File: src/rtl/fast_counter_ud_if.sv
// ---------------------------------------------------------------------------
// fast_counter_ud_if
//   Command/status bundle for the fast_counter_ud up/down counter.
//   master : the block that issues commands and observes the count.
//   slave  : the counter itself.
//   Signals:
//     set        load set_val (wins over inc/dec)
//     set_val    value to load, WIDTH bits
//     inc / dec  count up / down by one (both high = hold)
//     q          registered count
//     q_is_zero  registered, q == 0
//     q_is_max   registered, q == all ones
//     bound      one-cycle pulse on inc at max / dec at zero
// ---------------------------------------------------------------------------
interface fast_counter_ud_if #(
    parameter int WIDTH = 16
);
    logic             set;
    logic [WIDTH-1:0] set_val;
    logic             inc;
    logic             dec;
    logic [WIDTH-1:0] q;
    logic             q_is_zero;
    logic             q_is_max;
    logic             bound;

    modport master (
        output set, set_val, inc, dec,
        input  q, q_is_zero, q_is_max, bound
    );

    modport slave (
        input  set, set_val, inc, dec,
        output q, q_is_zero, q_is_max, bound
    );
endinterface

File: src/rtl/fast_counter_ud.sv
// ---------------------------------------------------------------------------
// fast_counter_ud
//   Up/down counter whose low LSB_BITS bits live in pre-rotated bit-pattern
//   rings, so stepping the low part is a pure rotation with no adder. The
//   upper WIDTH-LSB_BITS bits use an ordinary incrementer/decrementer that
//   only steps when the carry ring (low == all ones) or borrow ring
//   (low == 0) says the low part is about to roll over.
//
//   Parameters:
//     WIDTH    total counter width (> LSB_BITS)
//     LSB_BITS ring-implemented low bits, 1..5
//     SATURATE 0 = wrap at both ends, 1 = hold at 0 and at all ones
//   Ports:
//     clk   rising-edge clock
//     nrst  asynchronous active-low reset
//     bus   fast_counter_ud_if.slave (set/set_val/inc/dec in,
//           q/q_is_zero/q_is_max/bound out, all outputs registered)
// ---------------------------------------------------------------------------
module fast_counter_ud #(
    parameter int WIDTH    = 16,
    parameter int LSB_BITS = 4,
    parameter int SATURATE = 0
) (
    input  logic              clk,
    input  logic              nrst,
    fast_counter_ud_if.slave  bus
);

    localparam int RING_LEN = 2 ** LSB_BITS;
    localparam int MSB_W    = WIDTH - LSB_BITS;
    localparam bit SAT_EN   = (SATURATE != 0);

    // Reset pattern of the carry ring: only the position for low == all ones.
    localparam logic [RING_LEN-1:0] CARRY_BASE  = {1'b1, {(RING_LEN-1){1'b0}}};
    // Reset pattern of the borrow ring: only the position for low == 0.
    localparam logic [RING_LEN-1:0] BORROW_BASE = {{(RING_LEN-1){1'b0}}, 1'b1};

    // Reset pattern of data ring k: position p holds bit k of value p.
    function automatic logic [RING_LEN-1:0] base_ring(input int k);
        logic [RING_LEN-1:0] r;
        r = {RING_LEN{1'b0}};
        for (int p = 0; p < RING_LEN; p++) begin
            r[p] = 1'((p >> k) & 1);
        end
        return r;
    endfunction

    // Pattern as seen when the low value is amt: element p = base[p + amt].
    function automatic logic [RING_LEN-1:0] rotate_to(
        input logic [RING_LEN-1:0] base,
        input logic [LSB_BITS-1:0] amt
    );
        logic [RING_LEN-1:0] r;
        logic [LSB_BITS-1:0] idx;
        r = {RING_LEN{1'b0}};
        for (int p = 0; p < RING_LEN; p++) begin
            idx  = LSB_BITS'(p) + amt;
            r[p] = base[idx];
        end
        return r;
    endfunction

    // One step toward increasing value: element p takes old element p+1.
    function automatic logic [RING_LEN-1:0] rot_up(input logic [RING_LEN-1:0] x);
        return {x[0], x[RING_LEN-1:1]};
    endfunction

    // One step toward decreasing value: element p takes old element p-1.
    function automatic logic [RING_LEN-1:0] rot_down(input logic [RING_LEN-1:0] x);
        return {x[RING_LEN-2:0], x[RING_LEN-1]};
    endfunction

    logic [LSB_BITS-1:0][RING_LEN-1:0] ring_r,   ring_s;
    logic [RING_LEN-1:0]               carry_r,  carry_s;
    logic [RING_LEN-1:0]               borrow_r, borrow_s;
    logic [MSB_W-1:0]                  msb_r,    msb_s;
    logic                              zero_r,   zero_s;
    logic                              max_r,    max_s;
    logic                              bound_r,  bound_s;
    logic                              at_max_s, at_zero_s;
    logic                              do_inc_s, do_dec_s;
    logic [LSB_BITS-1:0]               low_q_s;

    // Next-state selection: set, then a lone inc or dec, otherwise hold.
    always_comb begin
        ring_s    = ring_r;
        carry_s   = carry_r;
        borrow_s  = borrow_r;
        msb_s     = msb_r;
        bound_s   = 1'b0;
        at_max_s  = carry_r[0]  & (&msb_r);
        at_zero_s = borrow_r[0] & ~(|msb_r);
        do_inc_s  = bus.inc & ~bus.dec;
        do_dec_s  = bus.dec & ~bus.inc;

        if (bus.set) begin
            for (int k = 0; k < LSB_BITS; k++) begin
                ring_s[k] = rotate_to(base_ring(k), bus.set_val[LSB_BITS-1:0]);
            end
            carry_s  = rotate_to(CARRY_BASE,  bus.set_val[LSB_BITS-1:0]);
            borrow_s = rotate_to(BORROW_BASE, bus.set_val[LSB_BITS-1:0]);
            msb_s    = bus.set_val[WIDTH-1:LSB_BITS];
        end else if (do_inc_s) begin
            bound_s = at_max_s;
            if (at_max_s && SAT_EN) begin
                msb_s = msb_r;
            end else begin
                for (int k = 0; k < LSB_BITS; k++) begin
                    ring_s[k] = rot_up(ring_r[k]);
                end
                carry_s  = rot_up(carry_r);
                borrow_s = rot_up(borrow_r);
                // Upper field only moves when the low part rolls from all ones.
                if (carry_r[0]) begin
                    msb_s = msb_r + MSB_W'(1);
                end else begin
                    msb_s = msb_r;
                end
            end
        end else if (do_dec_s) begin
            bound_s = at_zero_s;
            if (at_zero_s && SAT_EN) begin
                msb_s = msb_r;
            end else begin
                for (int k = 0; k < LSB_BITS; k++) begin
                    ring_s[k] = rot_down(ring_r[k]);
                end
                carry_s  = rot_down(carry_r);
                borrow_s = rot_down(borrow_r);
                // Upper field only moves when the low part rolls from zero.
                if (borrow_r[0]) begin
                    msb_s = msb_r - MSB_W'(1);
                end else begin
                    msb_s = msb_r;
                end
            end
        end else begin
            msb_s = msb_r;
        end

        // Flags derive from next state so they are registered alongside q.
        zero_s = borrow_s[0] & (msb_s == {MSB_W{1'b0}});
        max_s  = carry_s[0]  & (&msb_s);
    end

    // State and flag registers.
    always_ff @(posedge clk or negedge nrst) begin
        if (!nrst) begin
            for (int k = 0; k < LSB_BITS; k++) begin
                ring_r[k] <= base_ring(k);
            end
            carry_r  <= CARRY_BASE;
            borrow_r <= BORROW_BASE;
            msb_r    <= {MSB_W{1'b0}};
            zero_r   <= 1'b1;
            max_r    <= 1'b0;
            bound_r  <= 1'b0;
        end else begin
            ring_r   <= ring_s;
            carry_r  <= carry_s;
            borrow_r <= borrow_s;
            msb_r    <= msb_s;
            zero_r   <= zero_s;
            max_r    <= max_s;
            bound_r  <= bound_s;
        end
    end

    // Low bits of q come straight from element 0 of each data ring.
    always_comb begin
        low_q_s = {LSB_BITS{1'b0}};
        for (int k = 0; k < LSB_BITS; k++) begin
            low_q_s[k] = ring_r[k][0];
        end
    end

    assign bus.q         = {msb_r, low_q_s};
    assign bus.q_is_zero = zero_r;
    assign bus.q_is_max  = max_r;
    assign bus.bound     = bound_r;

endmodule

File: src/flat_wrapper.sv
// flat-port wrapper written by rule: the top's interface ports become plain ports
module fast_counter_ud_flat 
#(
    parameter int WIDTH    = 16,
    parameter int LSB_BITS = 4,
    parameter int SATURATE = 0
)
  (clk, nrst, bus_set, bus_set_val, bus_inc, bus_dec, bus_q, bus_q_is_zero, bus_q_is_max, bus_bound);
  fast_counter_ud_if #(.WIDTH(WIDTH)) bus_i ();
  input  logic clk;
  input  logic nrst;
  input wire logic [$bits(bus_i.set)-1:0] bus_set;
  input wire logic [$bits(bus_i.set_val)-1:0] bus_set_val;
  input wire logic [$bits(bus_i.inc)-1:0] bus_inc;
  input wire logic [$bits(bus_i.dec)-1:0] bus_dec;
  output wire logic [$bits(bus_i.q)-1:0] bus_q;
  output wire logic [$bits(bus_i.q_is_zero)-1:0] bus_q_is_zero;
  output wire logic [$bits(bus_i.q_is_max)-1:0] bus_q_is_max;
  output wire logic [$bits(bus_i.bound)-1:0] bus_bound;
  assign bus_i.set = bus_set;
  assign bus_i.set_val = bus_set_val;
  assign bus_i.inc = bus_inc;
  assign bus_i.dec = bus_dec;
  assign bus_q = bus_i.q;
  assign bus_q_is_zero = bus_i.q_is_zero;
  assign bus_q_is_max = bus_i.q_is_max;
  assign bus_bound = bus_i.bound;
  fast_counter_ud #(.WIDTH(WIDTH), .LSB_BITS(LSB_BITS), .SATURATE(SATURATE)) u_core (.clk(clk), .nrst(nrst), .bus(bus_i));
endmodule
File: config.mk
export PLATFORM = sky130hd
export DESIGN_NAME = fast_counter_ud_flat
export DESIGN_NICKNAME = d
export VERILOG_FILES = /design/src/rtl/fast_counter_ud_if.sv /design/src/rtl/fast_counter_ud.sv /design/src/flat_wrapper.sv
export SDC_FILE = /design/constraint.sdc
export NUM_CORES = 1
export LEC_CHECK = 0
export CORE_MARGIN = 2
export CORE_UTILIZATION = 60
export CTS_BUF_LIST = sky130_fd_sc_hd__clkbuf_16
export DETAILED_ROUTE_END_ITERATION = 6
export GPL_TIMING_DRIVEN = 0
export PLACE_DENSITY_LB_ADDON = 0.08
export SETUP_SLACK_MARGIN = 0.5
export SLEW_MARGIN = 25
export SYNTH_ARGS = -nofsm -noshare
export SYNTH_HDL_FRONTEND = slang
export SYNTH_SLANG_ARGS = --single-unit
File: constraint.sdc
create_clock -name clk -period 4.5 [get_ports clk]
set_input_delay 0.9 -clock clk [delete_from_list [all_inputs] [get_ports clk]]
set_output_delay 0.9 -clock clk [all_outputs]
set_load 0.005 [all_outputs]
==> impl_results.rst <==
.. list-table::
   :header-rows: 1

   * - Metric
     - Value
   * - Result of the run
     - finished with violations
   * - Final estimated routing congestion in global placement
     - 0.999
   * - Clock tree from TritonCTS
     - built
   * - Proportion of register bits with asynchronous set or reset after synthesis
     - 100%
   * - Crit. End Element
     - register
   * - Critical setup path kind
     - in2reg
   * - Worst clock skew
     - 12.8 ps
   * - IR drop worst, VDD
     - 0.000448 V
   * - Count of flip-flops with a built-in enable after synthesis
     - 0
   * - Final Max Tran Viols
     - 0
   * - Number of antenna violations at the first check in global routing
     - 0
   * - Maximum number of pins on one net before global-route repair
     - 76
   * - Avg Synthesized Cell Area
     - 8.35 um^2
   * - Post-synthesis instance total
     - 823
   * - Area Overhead vs Synth
     - 12.8%
   * - Finished Cell Area
     - 7750 um^2
   * - Cell row count
     - 39
   * - Number of unique standard cell types used by synthesis
     - 61
   * - Residual DRC count
     - 4
   * - Synthesized netlist net count
     - 860
   * - Tightest Pin Transition
     - 771 ps
   * - CTS Root Cell
     - sky130_fd_sc_hd__clkbuf_16
   * - Ratio of routed vias to standard cells
     - 6.90
   * - Clk buf depth
     - 2
   * - Max transition margin
     - 48.6%
   * - Number of I/O pins
     - 40
   * - Proportion of layout cells with a drive suffix above 1
     - 11.3%
   * - Most used cells in the layout excluding fill and tap cells
     - 133 x sky130_fd_sc_hd__nand2_1, 100 x sky130_fd_sc_hd__nor2_1, 76 x sky130_fd_sc_hd__dfrtp_1, 55 x sky130_fd_sc_hd__o21ai_0, 53 x sky130_fd_sc_hd__o22ai_1
   * - Critical-path maximum fanout
     - 10
   * - Number of detailed-routing iterations run before antenna repair
     - 7
   * - Total via count in the routed design
     - 7049
   * - Primary flip-flop cell chosen by synthesis mapping
     - sky130_fd_sc_hd__dfrtp_1
   * - Final worst-path cycle share
     - 75.5%
   * - Placed wire-length estimate after detailed placement
     - 16400 um
   * - Clock period minus final worst setup slack
     - 3400 ps
   * - Static Leakage
     - 3.13 nW
   * - Wire length of the first global-routing pass
     - 36900 um
   * - Setup repair after global routing missed its margin
     - no
   * - Worst min-delay path category
     - in2async
   * - Area share of xor/xnor cells in the synthesized design
     - 3.31%
   * - Synthesized-area fraction occupied by ao, oa, aoi and oai cells
     - 26.1%
   * - Final Routed Wirelength
     - 23300 um
   * - Number of sinks on the clock net
     - 111
   * - # H-tree levels
     - 3
   * - Vertical die dimension
     - 111 um
   * - Required time of the worst setup path
     - 4800 ps
   * - Global routing usage summed across all routing layers
     - 38.0%
   * - Most frequent standard cell in the layout excluding fill and tap cells
     - sky130_fd_sc_hd__nand2_1
   * - Number of nets in the final layout
     - 910
   * - Diodes inserted
     - 0
   * - Drt wl/cell
     - 22.8 um
   * - Cts repair resizes
     - 0
   * - Via count of the first global-routing pass
     - 6697
   * - Die area
     - 12300 um^2
   * - Violated checks
     - DRC
   * - Core Footprint
     - 11300 um^2
   * - Maximum Capacitance Violations
     - 0
   * - PortBufs
     - 38
   * - Starting Density
     - 60.7%
   * - Final count of negative-setup-slack endpoints
     - 0
   * - Die X
     - 111 um
   * - Highest achievable clock rate
     - 0.294 GHz
   * - Fin. Hold Viols
     - 0
   * - Adder-cell share of the synthesized area
     - 2.91%
   * - Multiplexer fraction of the synthesized cell area
     - 2.07%
   * - Number of buffers created by CTS
     - 9
   * - Total of warnings raised by yosys
     - 0
   * - Minimum setup slack among reg-to-reg paths
     - 2100 ps
   * - Dominant combinational cell family by area after synthesis
     - compound AO/OA/AOI/OAI gates
   * - Area after detailed placement
     - 7460 um^2
   * - Power after layout
     - 0.00273 W
   * - Critical Path AT
     - 3700 ps
   * - Global route overflow
     - 0
   * - Area share of and/or/nand/nor cells after synthesis
     - 19.3%
   * - Power density over the cells
     - 352 nW/um^2
   * - # hold bufs at CTS
     - 0
   * - Violation count after the first detailed-route iteration
     - 1070
   * - #FFs+latches synth
     - 111
   * - DRT antenna net count
     - 0
   * - Clock input transition at the sequential cells of the worst setup and hold paths
     - 80 ps
   * - Startpoint types
     - input pin
   * - Netlist Area Pre-Place
     - 6870 um^2
   * - Clock latency on the worst-skew pair
     - 370 ps
   * - Seq/Total Area, Yosys
     - 41.0%
   * - Setup repair bufs after CTS
     - 0
## per-stage QoR
| step | TNS, ps | hold WS (ps) | util, % | worst slack, ps | cells |
|---|---|---|---|---|---|
| 4_1_cts | 0 | 433 | 68.5 | 1200 | 1021 |
| 6_report | 0 | 419 | 68.5 | 1100 | 1021 |
| 3_3_place_gp | -140080 | 474 | 65.7 | -1700 | 1004 |
| 2_1_floorplan | 0 | 456 | - | 2020 | 823 |
| 5_1_grt | 0 | 445 | 68.5 | 987 | 1021 |
| 3_5_place_dp | 0 | 476 | 65.9 | 824 | 1005 |
## state kept, by name, indices dropped and copies added (netlist names)
name,cells
u_core.borrow_r,16
u_core.bus.bound,1
u_core.bus.q,4
u_core.bus.q_is_max,1
u_core.bus.q_is_zero,1
u_core.carry_r,16
u_core.msb_r,12
u_core.ring_r,60
## area by class of cell
| type | instances | area (um^2) |
|---|---|---|
| plain buffers | 75 | 324 |
| flip-flops and latches | 111 | 2820 |
| repair buffers | 39 | 409 |
| clock buffers | 10 | 250 |
| well taps | 143 | 179 |
| clock inverters | 6 | 41.3 |
| multi-input cells | 628 | 3690 |
| inverters | 9 | 33.8 |
| fillers | 953 | 3570 |
## worst max-delay path, stage by stage
cell and delay, ps:
sky130_fd_sc_hd__clkdlybuf4s50_1 470, sky130_fd_sc_hd__buf_2 240, sky130_fd_sc_hd__clkbuf_1 430, sky130_fd_sc_hd__buf_1 570, sky130_fd_sc_hd__buf_1 520, sky130_fd_sc_hd__nand2_1 300, sky130_fd_sc_hd__a22o_1 250
## Yosys cell counts, types with 2 or more instances
| library cell | n | area (um^2) |
|---|---|---|
| sky130_fd_sc_hd__xor2_1 | 11 | 96.3 |
| sky130_fd_sc_hd__and4_1 | 2 | 17.5 |
| sky130_fd_sc_hd__xnor2_1 | 15 | 131 |
| sky130_fd_sc_hd__o32ai_1 | 6 | 52.6 |
| sky130_fd_sc_hd__a32oi_1 | 2 | 17.5 |
| sky130_fd_sc_hd__a31oi_1 | 14 | 87.6 |
| sky130_fd_sc_hd__o22a_1 | 16 | 140 |
| sky130_fd_sc_hd__a21boi_0 | 2 | 15.0 |
| sky130_fd_sc_hd__inv_1 | 9 | 33.8 |
| sky130_fd_sc_hd__a211oi_1 | 6 | 45.0 |
| sky130_fd_sc_hd__nand2b_1 | 6 | 37.5 |
| sky130_fd_sc_hd__nor2b_1 | 8 | 50.1 |
| sky130_fd_sc_hd__a21oi_1 | 50 | 250 |
| sky130_fd_sc_hd__nor2_1 | 100 | 375 |
| sky130_fd_sc_hd__buf_4 | 5 | 37.5 |
| sky130_fd_sc_hd__nand3b_1 | 3 | 22.5 |
| sky130_fd_sc_hd__mux2i_1 | 3 | 30.0 |
| sky130_fd_sc_hd__o21a_1 | 16 | 120 |
| sky130_fd_sc_hd__nor3_1 | 19 | 95.1 |
| sky130_fd_sc_hd__nor4_1 | 2 | 12.5 |
| sky130_fd_sc_hd__dfrtp_1 | 76 | 1900 |
| sky130_fd_sc_hd__o221ai_1 | 17 | 149 |
| sky130_fd_sc_hd__and3_1 | 4 | 25.0 |
| sky130_fd_sc_hd__nand3_1 | 12 | 60.1 |
| sky130_fd_sc_hd__buf_1 | 19 | 71.3 |
| sky130_fd_sc_hd__o221a_2 | 11 | 124 |
| sky130_fd_sc_hd__dfstp_2 | 35 | 920 |
| sky130_fd_sc_hd__a21o_1 | 2 | 15.0 |
| sky130_fd_sc_hd__o21ai_0 | 55 | 275 |
| sky130_fd_sc_hd__mux2_2 | 10 | 113 |
| sky130_fd_sc_hd__nand4_1 | 7 | 43.8 |
| sky130_fd_sc_hd__o21ai_1 | 3 | 15.0 |
| sky130_fd_sc_hd__ha_1 | 16 | 200 |
| sky130_fd_sc_hd__o22ai_1 | 53 | 332 |
| sky130_fd_sc_hd__o31a_1 | 2 | 17.5 |
| sky130_fd_sc_hd__clkbuf_1 | 37 | 139 |
| sky130_fd_sc_hd__nand2_1 | 133 | 499 |
| sky130_fd_sc_hd__buf_2 | 13 | 65.1 |
## power breakdown
group,switching [W],internal (W)
combinational,0.000372,0.000258
sequential,0.000136,0.00115
clock,0.000396,0.000412
total,0.000904,0.00182
## worst paths after layout
path,startpoint,end,cells past startpoint
min in group clk,u_core.borrow_r[11]$_DFFE_PN0P_,u_core.borrow_r[11]$_DFFE_PN0P_,1
worst min register to register,u_core.borrow_r[11]$_DFFE_PN0P_,u_core.borrow_r[11]$_DFFE_PN0P_,1
max in group asynchronous,nrst,u_core.ring_r[31]$_DFFE_PN1P_,2
worst min-delay path,nrst,u_core.msb_r[8]$_DFF_PN0_,1
worst max register to register,u_core.borrow_r[0]$_DFF_PN1_,u_core.bus.q_is_zero$_DFF_PN1_,7
worst max-delay path,bus_set,u_core.ring_r[59]$_DFFE_PN1P_,7
## routing by layer
metal / global-route usage (%) / vias to the layer above / share of wire [%]
met4: 14.2 / 0 / 3.9
met1: 53.3 / 3372 / 40
li1: - / 3054 / -
met3: 8.42 / 100 / 12
met5: 0 / - / 0
met2: 58.3 / 523 / 44
## logic make-up (layout without fill, tap and decap cells)
logic type | count (synthesis) | count (layout)
adders and majority gates | 16 | 16
AOI/OAI and AO/OA | 269 | 269
xor gates and xnor gates | 26 | 26
and+or+nand+nor | 304 | 304
buffers and inverters | 84 | 139
muxes | 13 | 13
DFF | 111 | 111
Note: power is estimated with default switching activity, not from simulation.
